File: config.mk
export PLATFORM = sky130hd
export DESIGN_NAME = mips_trace_buffer
export DESIGN_NICKNAME = d
export VERILOG_FILES = /design/src/rtl/mips_trace_buffer.sv
export SDC_FILE = /design/constraint.sdc
export NUM_CORES = 1
export LEC_CHECK = 0
export BUFFER_PORTS_ARGS = -buffer_cell sky130_fd_sc_hd__buf_2
export CORE_ASPECT_RATIO = 1.5
export CORE_MARGIN = 5
export CORE_UTILIZATION = 45
export DETAILED_ROUTE_END_ITERATION = 16
export GPL_TIMING_DRIVEN = 0
export SYNTH_ARGS = -nofsm -noshare
export SYNTH_HDL_FRONTEND = slang
export SYNTH_SLANG_ARGS = --single-unit
File: constraint.sdc
create_clock -name clk -period 5.6 [get_ports clk]
set_input_delay 0.56 -clock clk [delete_from_list [all_inputs] [get_ports clk]]
set_output_delay 0.56 -clock clk [all_outputs]
set_load 0.01 [all_outputs]
File: src/rtl/mips_trace_buffer.sv
// mips_trace_buffer: PC-triggered circular instruction-trace capture with oldest-first valid/ready drain
module mips_trace_buffer #(
  parameter int ADDR_W    = 32,
  parameter int DEPTH     = 16,
  parameter int POST_TRIG = 4
) (
  input  logic                       clk,
  input  logic                       rst,
  input  logic                       cap_en,
  input  logic [ADDR_W-1:0]          pc,
  input  logic [ADDR_W-1:0]          instruction,
  input  logic                       reg_write,
  input  logic                       alu_src,
  input  logic                       branch,
  input  logic                       jump,
  input  logic                       mode,
  input  logic                       trig_en,
  input  logic [ADDR_W-1:0]          trig_pc,
  input  logic                       arm,
  input  logic                       rd_ready,
  output logic                       rd_valid,
  output logic [ADDR_W-1:0]          rd_pc,
  output logic [ADDR_W-1:0]          rd_instr,
  output logic [3:0]                 rd_flags,
  output logic [15:0]                rd_stamp,
  output logic [$clog2(DEPTH):0]     count,
  output logic [1:0]                 state,
  output logic                       triggered,
  output logic                       overflow
);
  localparam int AW = $clog2(DEPTH);
  localparam logic [AW:0] FULL = (AW+1)'(DEPTH);
  localparam logic [AW:0] PT   = (AW+1)'(POST_TRIG);
  typedef enum logic [1:0] {IDLE = 2'd0, ARMED = 2'd1, POST = 2'd2, DONE = 2'd3} st_t;
  st_t cur;
  logic [ADDR_W-1:0] pc_mem [DEPTH];
  logic [ADDR_W-1:0] in_mem [DEPTH];
  logic [3:0]        fl_mem [DEPTH];
  logic [15:0]       st_mem [DEPTH];
  logic [AW-1:0] wr_ptr, rd_ptr;
  logic [AW:0]   post_cnt, count_n;
  logic [15:0]   stamp;
  logic wr_en, hit, fin, hs;
  assign state    = cur;
  assign wr_en    = cap_en & (cur == ARMED | cur == POST);
  assign hit      = wr_en & (cur == ARMED) & trig_en & (pc == trig_pc);
  assign count_n  = (count == FULL) ? count : count + 1'b1;
  // A write ends capture when it fills a stop-mode buffer, is a trigger with no
  // post-trigger window, or is the last post-trigger entry.
  assign fin      = wr_en & ((mode & count_n == FULL) | (hit & PT == '0) |
                             (cur == POST & post_cnt == (AW+1)'(1)));
  assign rd_valid = (cur == DONE) & (count != '0);
  assign hs       = rd_valid & rd_ready;
  assign rd_pc    = rd_valid ? pc_mem[rd_ptr] : '0;
  assign rd_instr = rd_valid ? in_mem[rd_ptr] : '0;
  assign rd_flags = rd_valid ? fl_mem[rd_ptr] : '0;
  assign rd_stamp = rd_valid ? st_mem[rd_ptr] : '0;
  always_ff @(posedge clk) begin
    if (wr_en) begin
      pc_mem[wr_ptr] <= pc;
      in_mem[wr_ptr] <= instruction;
      fl_mem[wr_ptr] <= {reg_write, alu_src, branch, jump};
      st_mem[wr_ptr] <= stamp;
    end
  end
  always_ff @(posedge clk or negedge rst) begin
    if (!rst) begin
      cur       <= IDLE;
      wr_ptr    <= '0;
      rd_ptr    <= '0;
      count     <= '0;
      stamp     <= '0;
      post_cnt  <= '0;
      triggered <= 1'b0;
      overflow  <= 1'b0;
    end else if (arm && (cur == IDLE || cur == DONE)) begin
      cur       <= ARMED;
      wr_ptr    <= '0;
      rd_ptr    <= '0;
      count     <= '0;
      stamp     <= '0;
      triggered <= 1'b0;
      overflow  <= 1'b0;
    end else if (cur == ARMED || cur == POST) begin
      stamp <= stamp + 16'd1;
      if (wr_en) begin
        wr_ptr <= wr_ptr + 1'b1;
        count  <= count_n;
        if (!mode && count == FULL) overflow <= 1'b1;
        if (hit) begin
          triggered <= 1'b1;
          post_cnt  <= PT;
          cur       <= POST;
        end else if (cur == POST) begin
          post_cnt <= post_cnt - 1'b1;
        end
        // Oldest entry sits count_n slots behind the post-write pointer.
        if (fin) begin
          cur    <= DONE;
          rd_ptr <= wr_ptr + 1'b1 - count_n[AW-1:0];
        end
      end
    end else if (hs) begin
      rd_ptr <= rd_ptr + 1'b1;
      count  <= count - 1'b1;
    end
  end
endmodule

# == Word level (Yosys, flattened, before mapping) ==
# Memories as Yosys holds them, arrays and structs flattened.
# Cells that the tools add are included.
# op_classes
add_sub_neg,7
n_eq_ne,9
n_mux,36
bitwise_logic,12
n_reduce_logical,21
# op_table
operator,count
$mux 32,2
$mux 16,3
$mux 4,9
$mux 5,7
$eq 32x32->1,1
$add 16x1->16 const B,1
$reduce_and 3->1,4
$eq 5x5->1 const B,2
$mux 1,10
$mux 2,5
$reduce_bool 2->1,5
$sub 5x1->5 const B,2
$and 1x1->1,9
$add 4x1->4 const B,2
$ne 3x3->1 const B,2
$reduce_bool 3->1,2
$add 5x1->5 const B,1
$eq 5x1->1 const B,1
$reduce_bool 5->1,1
$eq 2x2->1 const B,2
$reduce_and 2->1,2
$reduce_and 4->1,1
$sub 4x4->4,1
$eq 2x1->1 const B,1
6 further kinds,9
# word_totals
regBits,38
ram_bits,1344
in_bits,107
output_inout_bits,94
word_cells,97
mem_count,4
# mem_list
memory,words,width,rd,rd_ports_with_merged_regs,write_ports,line,rtl
in_mem,16,32,1,0,1,37,logic [ADDR_W-1:0] in_mem [DEPTH];
pc_mem,16,32,1,0,1,36,logic [ADDR_W-1:0] pc_mem [DEPTH];
st_mem,16,16,1,0,1,39,logic [15:0] st_mem [DEPTH];
fl_mem,16,4,1,0,1,38,logic [3:0] fl_mem [DEPTH];

# == Logic depth before layout (Yosys ltp) ==
# Gate-level depths: netlist (run 1).
# depth
ltp_word,11
mapped_depth,12
mapped_depth_nobuf,11

# == Worst setup path after synthesis (run 1) ==
# No wires, ideal clock.
# synth_timing
path_type,reg2reg
from,register cur[0] (netlist: state[0])
to,memory fl_mem[10][0] (enable)
setup_ns,0.451
arrival_time_ns,3.552
required_ns,5.149
slack_ns,1.597
path_stages_with_launch,8
path_buffers,1
synth_period_minus_slack_ns,4.003
path_cell_list,dfrtp_1 > inv_1 > ha_1 > clkbuf_1 > inv_1 > nand2_1 > nor3b_1 > and2_1
# synth_via
elab_chain_len,5
word_cells_on_any_way,6
classes_between,eq/ne (2); mux (2); bitwise (2)
# synth_rtl
element,line,rtl
from (decl),35,st_t cur;
from (signal assigned),68,cur <= IDLE;
from (signal assigned),77,cur <= ARMED;
from (signal assigned),93,cur <= POST;
$eq 2x1->1 / $eq 2x2->1 (equally long branches),45,assign wr_en = cap_en & (cur == ARMED | cur == POST);
$or 1x1->1 (*),45,
$and 1x1->1 (*),45,
$mux 1 (*),59,if (wr_en) begin
$mux 1 (not written as such) (*),62,"fl_mem[wr_ptr] <= {reg_write, alu_src, branch, jump};"
to (decl),38,
# Every way passes the cells marked *; elsewhere a longest branch is shown, timed or not.

# == Worst setup path in the final report (run 1) ==
# layout_timing
from,register rd_ptr[1]
to,output port rd_pc[2]
# layout_via
elab_chain_len,2
# layout_rtl
element,line,rtl
from (decl),40,"logic [AW-1:0] wr_ptr, rd_ptr;"
from (signal assigned),100,rd_ptr <= wr_ptr + 1'b1 - count_n[AW-1:0];
from (signal assigned),104,rd_ptr <= rd_ptr + 1'b1;
$mem_v2 16x32,--,
$mux 32,54,assign rd_pc = rd_valid ? pc_mem[rd_ptr] : '0;
to (decl),22,"output logic [ADDR_W-1:0] rd_pc,"
# No other way between the ends.

==> impl_metrics.yaml, run 1 <==
cells_and_area:
  drive_gt1_share_pct: 32.8
  nets: 2738
  stdcell_count: 4294
  final_util_pct: 51.7
  final_area_mm2: 0.0614
  syn2layout_area_growth_pct: 14.2
  fill_cells: 9218
worst_setup_path:
  r2r_slack_ps: 1880
  reg2reg_depth: 9
  critPathKind: "reg -> out"
  startpoint_type: "flop"
  cp-end-kind: "output pin"
  required_ps: 5040
  crit_fanout: 10
  worstPathArrival_ps: 4400
sta:
  fin_setup_tns_ps: 0
  hold_slack_ps: 215
  finalCritPeriodShare_pct: 88.6
  skew_ps: 27.6
  fmax_mhz: 202
  maxSlewViolCount: 0
  setup_ws_ps: 640
  grt_setup_unrepaired: "false"
  worst_pin_slew_ps: 1260
  max_slew_margin_pct: 15.4
  finalHoldViolations: 0
  final.min_clock_period_ps: 4960
  setup_viol: 0
synthesis:
  synth-simple-area-share_pct: 2.13
  synthMuxAreaShare_pct: 17.9
  async_reset_ff_share_pct: 2.75
  yosysSeqAreaShare_pct: 76.8
  synth_area_per_cell_um2: 23.8
  synth_seq_cells: 1382
  synthDistinctLibCells: 49
  syn_area_mm2: 0.0538
  synth_edf_count: 1344
  synth_top_area_share_pct: 75.0
  synth.most_common_cell: "edfxtp_1"
  synth_compound_area_share_pct: 0.549
  synth_warnings: 0
  synthCells: 2259
  netlist_top_cells_count: "1344 x edfxtp_1, 420 x mux4_2, 102 x and2_1, 56 x clkbuf_1, 38 x dfrtp_1"
  synthAdderAreaFrac_pct: 0.433
  synth-xor-area-share_pct: 0.775
  synthesis.nets: 2384
  netlist_top_cells_area: "edfxtp_1 75%, mux4_2 18%, dfrtp_1 1.8%"
  ys.flop_type: "edfxtp_1"
  synth_top_cell_by_area: "edfxtp_1"
  synth_top_family_by_area: "multiplexers"
global_route:
  grt-ovfl-total: 0
  grt.total_usage_pct: 21.2
  grt_max_degree: 42
  grt_pass1_vias: 27000
  antenna_found_initial: 19
  grt_pass1_wl_um: 192000
routing:
  drt-initial-drc-count: 2506
  dr.pass1.iters: 5
  ant_nets: 0
  num_vias: 25100
  wl_per_cell_um: 31.4
  drc: 0
  routed_wl_um: 135000
  via_per_inst: 5.85
die:
  io_pins: 201
  die_x_um: 292
  dieArea_mm2: 0.127
  chipHeight_um: 433
  rows: 155
  initial_utilization_pct: 45.2
  placeableCoreArea_mm2: 0.119
placement:
  portBuffers: 200
  pre_cts_ws_ps: 1400
  dpl.hpwl_um: 80700
  place.gp.congestion: 0.797
  dpl-instance-area_mm2: 0.0576
  dpl.cell_count: 4061
run_status:
  run_status: "finished, final reports clean"
clock_network:
  cts_max_path_buffers: 3
  cts_made_buffers: 119
  ctsResizeCount: 0
  cts_hold_repair.buffers: 1
  cts_tree: "yes"
  htree_num_levels: 3
  clock_latency_ps: 730
  clkTransAtPathRegs_ps: 60
  clock-sinks: 1382
  root_buffer: "clkbuf_16"
  cts_setup_buffers: 0
power:
  total_leakage_power_nw: 19.8
  peakVddDrop_uv: 264
  power.density_mw_per_mm2: 479
  total_power_mw: 29.4
worst_hold_path:
  min_path_type: "in -> reg"
  holdPathStages: 1
run:
  cap_violations: 0
==> placed cells by master, fill, tap and decap left out, types with 10 or more instances in the layout <==
| master | synthesis | layout |
|---|---|---|
| clkinv_2 | 0 | 25 |
| nand2_1 | 31 | 31 |
| edfxtp_1 | 1344 | 1344 |
| and2_1 | 102 | 86 |
| o21ai_0 | 16 | 16 |
| xor2_1 | 33 | 33 |
| clkbuf_16 | 0 | 122 |
| mux2i_1 | 13 | 13 |
| ha_1 | 17 | 17 |
| clkinv_1 | 1 | 28 |
| buf_1 | 11 | 11 |
| dfrtp_1 | 38 | 38 |
| mux4_2 | 420 | 420 |
| buf_6 | 35 | 35 |
| xnor2_1 | 12 | 12 |
| nor2_1 | 17 | 17 |
| and2_4 | 0 | 16 |
| buf_2 | 12 | 212 |
| nand3_1 | 15 | 15 |
| inv_1 | 16 | 16 |
| buf_16 | 0 | 23 |
| clkbuf_1 | 56 | 83 |
| a21oi_1 | 10 | 10 |
==> final cells by class <==
type                       count  area [µm²]  area share (%)
timing repair buffer         233        1820            2.97
buffer                       114         706            1.15
antenna                        8        20.0          0.0326
multi-input combinational    746       11800            19.1
tap                         1570        1960            3.20
sequential                  1382       41300            67.3
inverter                      17        63.8           0.104
clock buffer                 153        3210            5.23
clock inverter                71         563           0.917
==> power breakdown <==
| group | internal (mW) | switching, mW | total [mW] |
|---|---|---|---|
| clock network | 4.41 | 3.64 | 8.04 |
| registers | 12.4 | 0.421 | 12.9 |
| logic | 4.06 | 4.45 | 8.51 |
| total | 20.9 | 8.51 | 29.4 |
==> worst max-delay path, stage by stage (launching register included) <==
cell and delay [ps]:
dfrtp_1 400, clkbuf_1 240, clkbuf_1 900, clkbuf_1 790
mux4_2 440, mux4_2 470, and2_1 250, buf_2 170
==> worst paths after layout <==
kind / end / startpoint
max in group asynchronous: post_cnt[3]$_DFFE_PN0P_ / rst
min: in_mem[14][7]$_DFFE_PP_ / instruction[7]
min reg2reg: triggered$_DFFE_PN0P_ / triggered$_DFFE_PN0P_
max: rd_pc[2] / rd_ptr[1]$_DFFE_PN0P_
max reg2reg: in_mem[2][15]$_DFFE_PP_ / state[0]$_DFFE_PN0P_
min in group asynchronous: stamp[3]$_DFFE_PN0N_ / rst
==> metal layers <==
layer	GRT usage [%]	vias to the layer above	share of wire [%]
met2	36.9	905	53
met5	0	-	0.036
met1	27.8	13700	39
met4	5.84	8	2.6
li1	-	10300	-
met3	3.64	186	6.1
==> kinds of logic after synthesis <==
| logic type | Yosys count |
|---|---|
| simple gates | 200 |
| xor+xnor | 46 |
| flops | 1382 |
| compound gates | 46 |
| mux | 436 |
| fa+ha+maj | 18 |
| buf+inv | 131 |
==> sequential cells by signal, summed over array words and instances, names as in the netlist <==
name,count
rd_ptr,4
fl_mem,64
pc_mem,512
post_cnt,5
in_mem,512
st_mem,256
wr_ptr,4
triggered,1
overflow,1
stamp,16
state,2
count,5
Power figures use the tool's default switching activity.
==> inputs of run 2 (changes only) <==
- ABC_AREA: unset -> 1
==> impl_metrics.yaml, run 2 <==
clock_network:
  cts_made_buffers: 121
  htree_num_levels: 3
  cts_tree: "yes"
  clock-sinks: 1382
  clkTransAtPathRegs_ps: 60
  root_buffer: "clkbuf_16"
  cts_max_path_buffers: 3
  clock_latency_ps: 770
  cts_setup_buffers: 0
die:
  chipHeight_um: 439
  initial_utilization_pct: 45.3
  placeableCoreArea_mm2: 0.122
  dieArea_mm2: 0.130
  rows: 157
  io_pins: 201
  die_x_um: 296
power:
  seq_power_share_pct: 39.2
  peakVddDrop_uv: 360
  switchingPower_mw: 12.9
  combPwrFrac_pct: 35.5
  sw_frac_of_total_pct: 39.1
  total_leakage_power_nw: 21.2
  total_power_mw: 32.9
  power.density_mw_per_mm2: 516
  clock_power_share_pct: 25.3
  p_int_mw: 20.0
sta:
  finalHoldViolations: 0
  hold_slack_ps: 186
  fin_setup_tns_ps: 0
  final.min_clock_period_ps: 5210
  finalCritPeriodShare_pct: 93.1
  max_slew_margin_pct: 5.87
  skew_ps: 59.5
  setup_viol: 0
  grt_setup_unrepaired: "false"
  setup_ws_ps: 389
  worst_pin_slew_ps: 1410
  maxSlewViolCount: 0
  fmax_mhz: 192
cells_and_area:
  syn2layout_area_growth_pct: 15.3
  final_util_pct: 52.2
  nets: 4617
  reg.largest.list: "in_mem (512), pc_mem (512), st_mem (256)"
  drive_gt1_share_pct: 13.3
  final_common_cell: "edfxtp_1"
  stdcell_count: 6197
  layout.cells.most_common_list: "1344 x edfxtp_1, 734 x nor2_1, 624 x o21ai_0, 265 x buf_2, 233 x o221ai_1"
  final_area_mm2: 0.0637
synthesis:
  synthesis.nets: 4228
  synth_seq_cells: 1382
  synth-xor-area-share_pct: 0.396
  synth_edf_count: 1344
  synthDistinctLibCells: 41
  netlist_top_cells_area: "edfxtp_1 73%, o21ai_0 5.6%, nor2_1 5.1%"
  yosysSeqAreaShare_pct: 74.7
  synthAdderAreaFrac_pct: 0.421
  synth_area_per_cell_um2: 13.5
  synth_top_area_share_pct: 73.0
  synth_compound_area_share_pct: 13.6
  synth_warnings: 0
  synth_top_cell_by_area: "edfxtp_1"
  ys.flop_type: "edfxtp_1"
  synth-simple-area-share_pct: 7.40
  synth_top_family_by_area: "compound AO/OA/AOI/OAI gates"
  syn_area_mm2: 0.0553
  synth.most_common_cell: "edfxtp_1"
  synthCells: 4103
  async_reset_ff_share_pct: 2.75
  netlist_top_cells_count: "1344 x edfxtp_1, 750 x nor2_1, 624 x o21ai_0, 233 x o221ai_1, 168 x nand2_1"
  synthMuxAreaShare_pct: 0
placement:
  place.gp.congestion: 0.848
  dpl-instance-area_mm2: 0.0598
  dpl.hpwl_um: 127000
  dpl.cell_count: 5958
  portBuffers: 200
  pre_cts_ws_ps: 1290
worst_setup_path:
  worstPathArrival_ps: 4650
  crit_fanout: 11
  startpoint_type: "flop"
  critPathKind: "reg -> out"
  required_ps: 5040
  cp-end-kind: "output pin"
routing:
  drc: 0
  dr.pass1.iters: 6
  num_vias: 38100
  ant_nets: 0
  routed_wl_um: 190000
  wl_per_cell_um: 30.7
  via_per_inst: 6.15
  drt-initial-drc-count: 4728
run:
  cap_violations: 0
global_route:
  grt-ovfl-total: 0
  antenna_found_initial: 15
  grt_pass1_vias: 37600
  grt_max_degree: 39
  grt.total_usage_pct: 28.5
  grt_pass1_wl_um: 266000
worst_hold_path:
  min_path_type: "in -> reg"
run_status:
  run_status: "finished, final reports clean"
[run 2: changes by cell type after synthesis, moves of 102 or more]
cell / delta
and2_1: -102
mux4_2: -420
nand2_1: +137
nor2_1: +733
o211ai_1: +103
o21ai_0: +608
o221ai_1: +233
o22ai_1: +107
[run 2: final cells by class]
type	count	area (µm²)
multi-input combinational	2324	12200
clock buffer	148	3210
buffer	293	1530
clock inverter	79	684
antenna	11	27.5
timing repair buffer	266	2420
fill	10400	58400
sequential	1382	41300
tap	1590	1990
inverter	104	398
[run 2: cells by family (layout without fill, tap and decap cells)]
logic type | Yosys count | in the layout
other | 0 | 11
adders and majority gates | 18 | 18
buffers and inverters | 397 | 890
and+or+nand+nor | 1040 | 1040
AOI/OAI and AO/OA | 1241 | 1241
xor gates and xnor gates | 25 | 25
DFF | 1382 | 1382
[run 2: what timing repair did]
item / in CTS / in global routing
gates resized for setup: 0 / 0
hold buffers: 1 / 0
endpoints found under the hold margin: 38 / 0
setup endpoints to repair: 0 / 0
[run 2: worst paths after layout]
check	end	cells past startpoint	slack [ps]	start
worst min register to register	triggered$_DFFE_PN0P_	2	520	triggered$_DFFE_PN0P_
min in group asynchronous	stamp[4]$_DFFE_PN0N_	2	490	rst
worst max-delay path	rd_stamp[13]	7	390	rd_ptr[2]$_DFFE_PN0P_
worst min-delay path	in_mem[15][5]$_DFFE_PP_	1	190	instruction[5]
max in group asynchronous	rd_ptr[0]$_DFFE_PN0P_	2	4520	rst
worst max register to register	pc_mem[3][17]$_DFFE_PP_	10	2180	state[0]$_DFFE_PN0P_
[run 2: critical path: stages (launching register included)]
cell and delay, ps:
dfrtp_1 360, buf_2 280, clkinv_1 330, clkbuf_2 760, clkbuf_1 1100, o211ai_1 250, a21oi_1 570, buf_2 250
[run 2: per-layer routing]
metal	track usage, %	wire [µm]	vias up
met2	48.4	94900	2151
met1	35.6	68700	19200
met3	4.64	16400	451
met4	14.2	10200	4
li1	-	-	16300
met5	0	21	-
[run 2: power by group through the flow]
stage	clock [mW]	combinational, mW	sequential, mW
floorplan	0	6.11	13.1
global placement	0	10.9	13.4
detailed placement	0	11.5	13.1
CTS	8.36	11.5	12.9
global route	8.76	12.2	12.9
finish	8.33	11.7	12.9
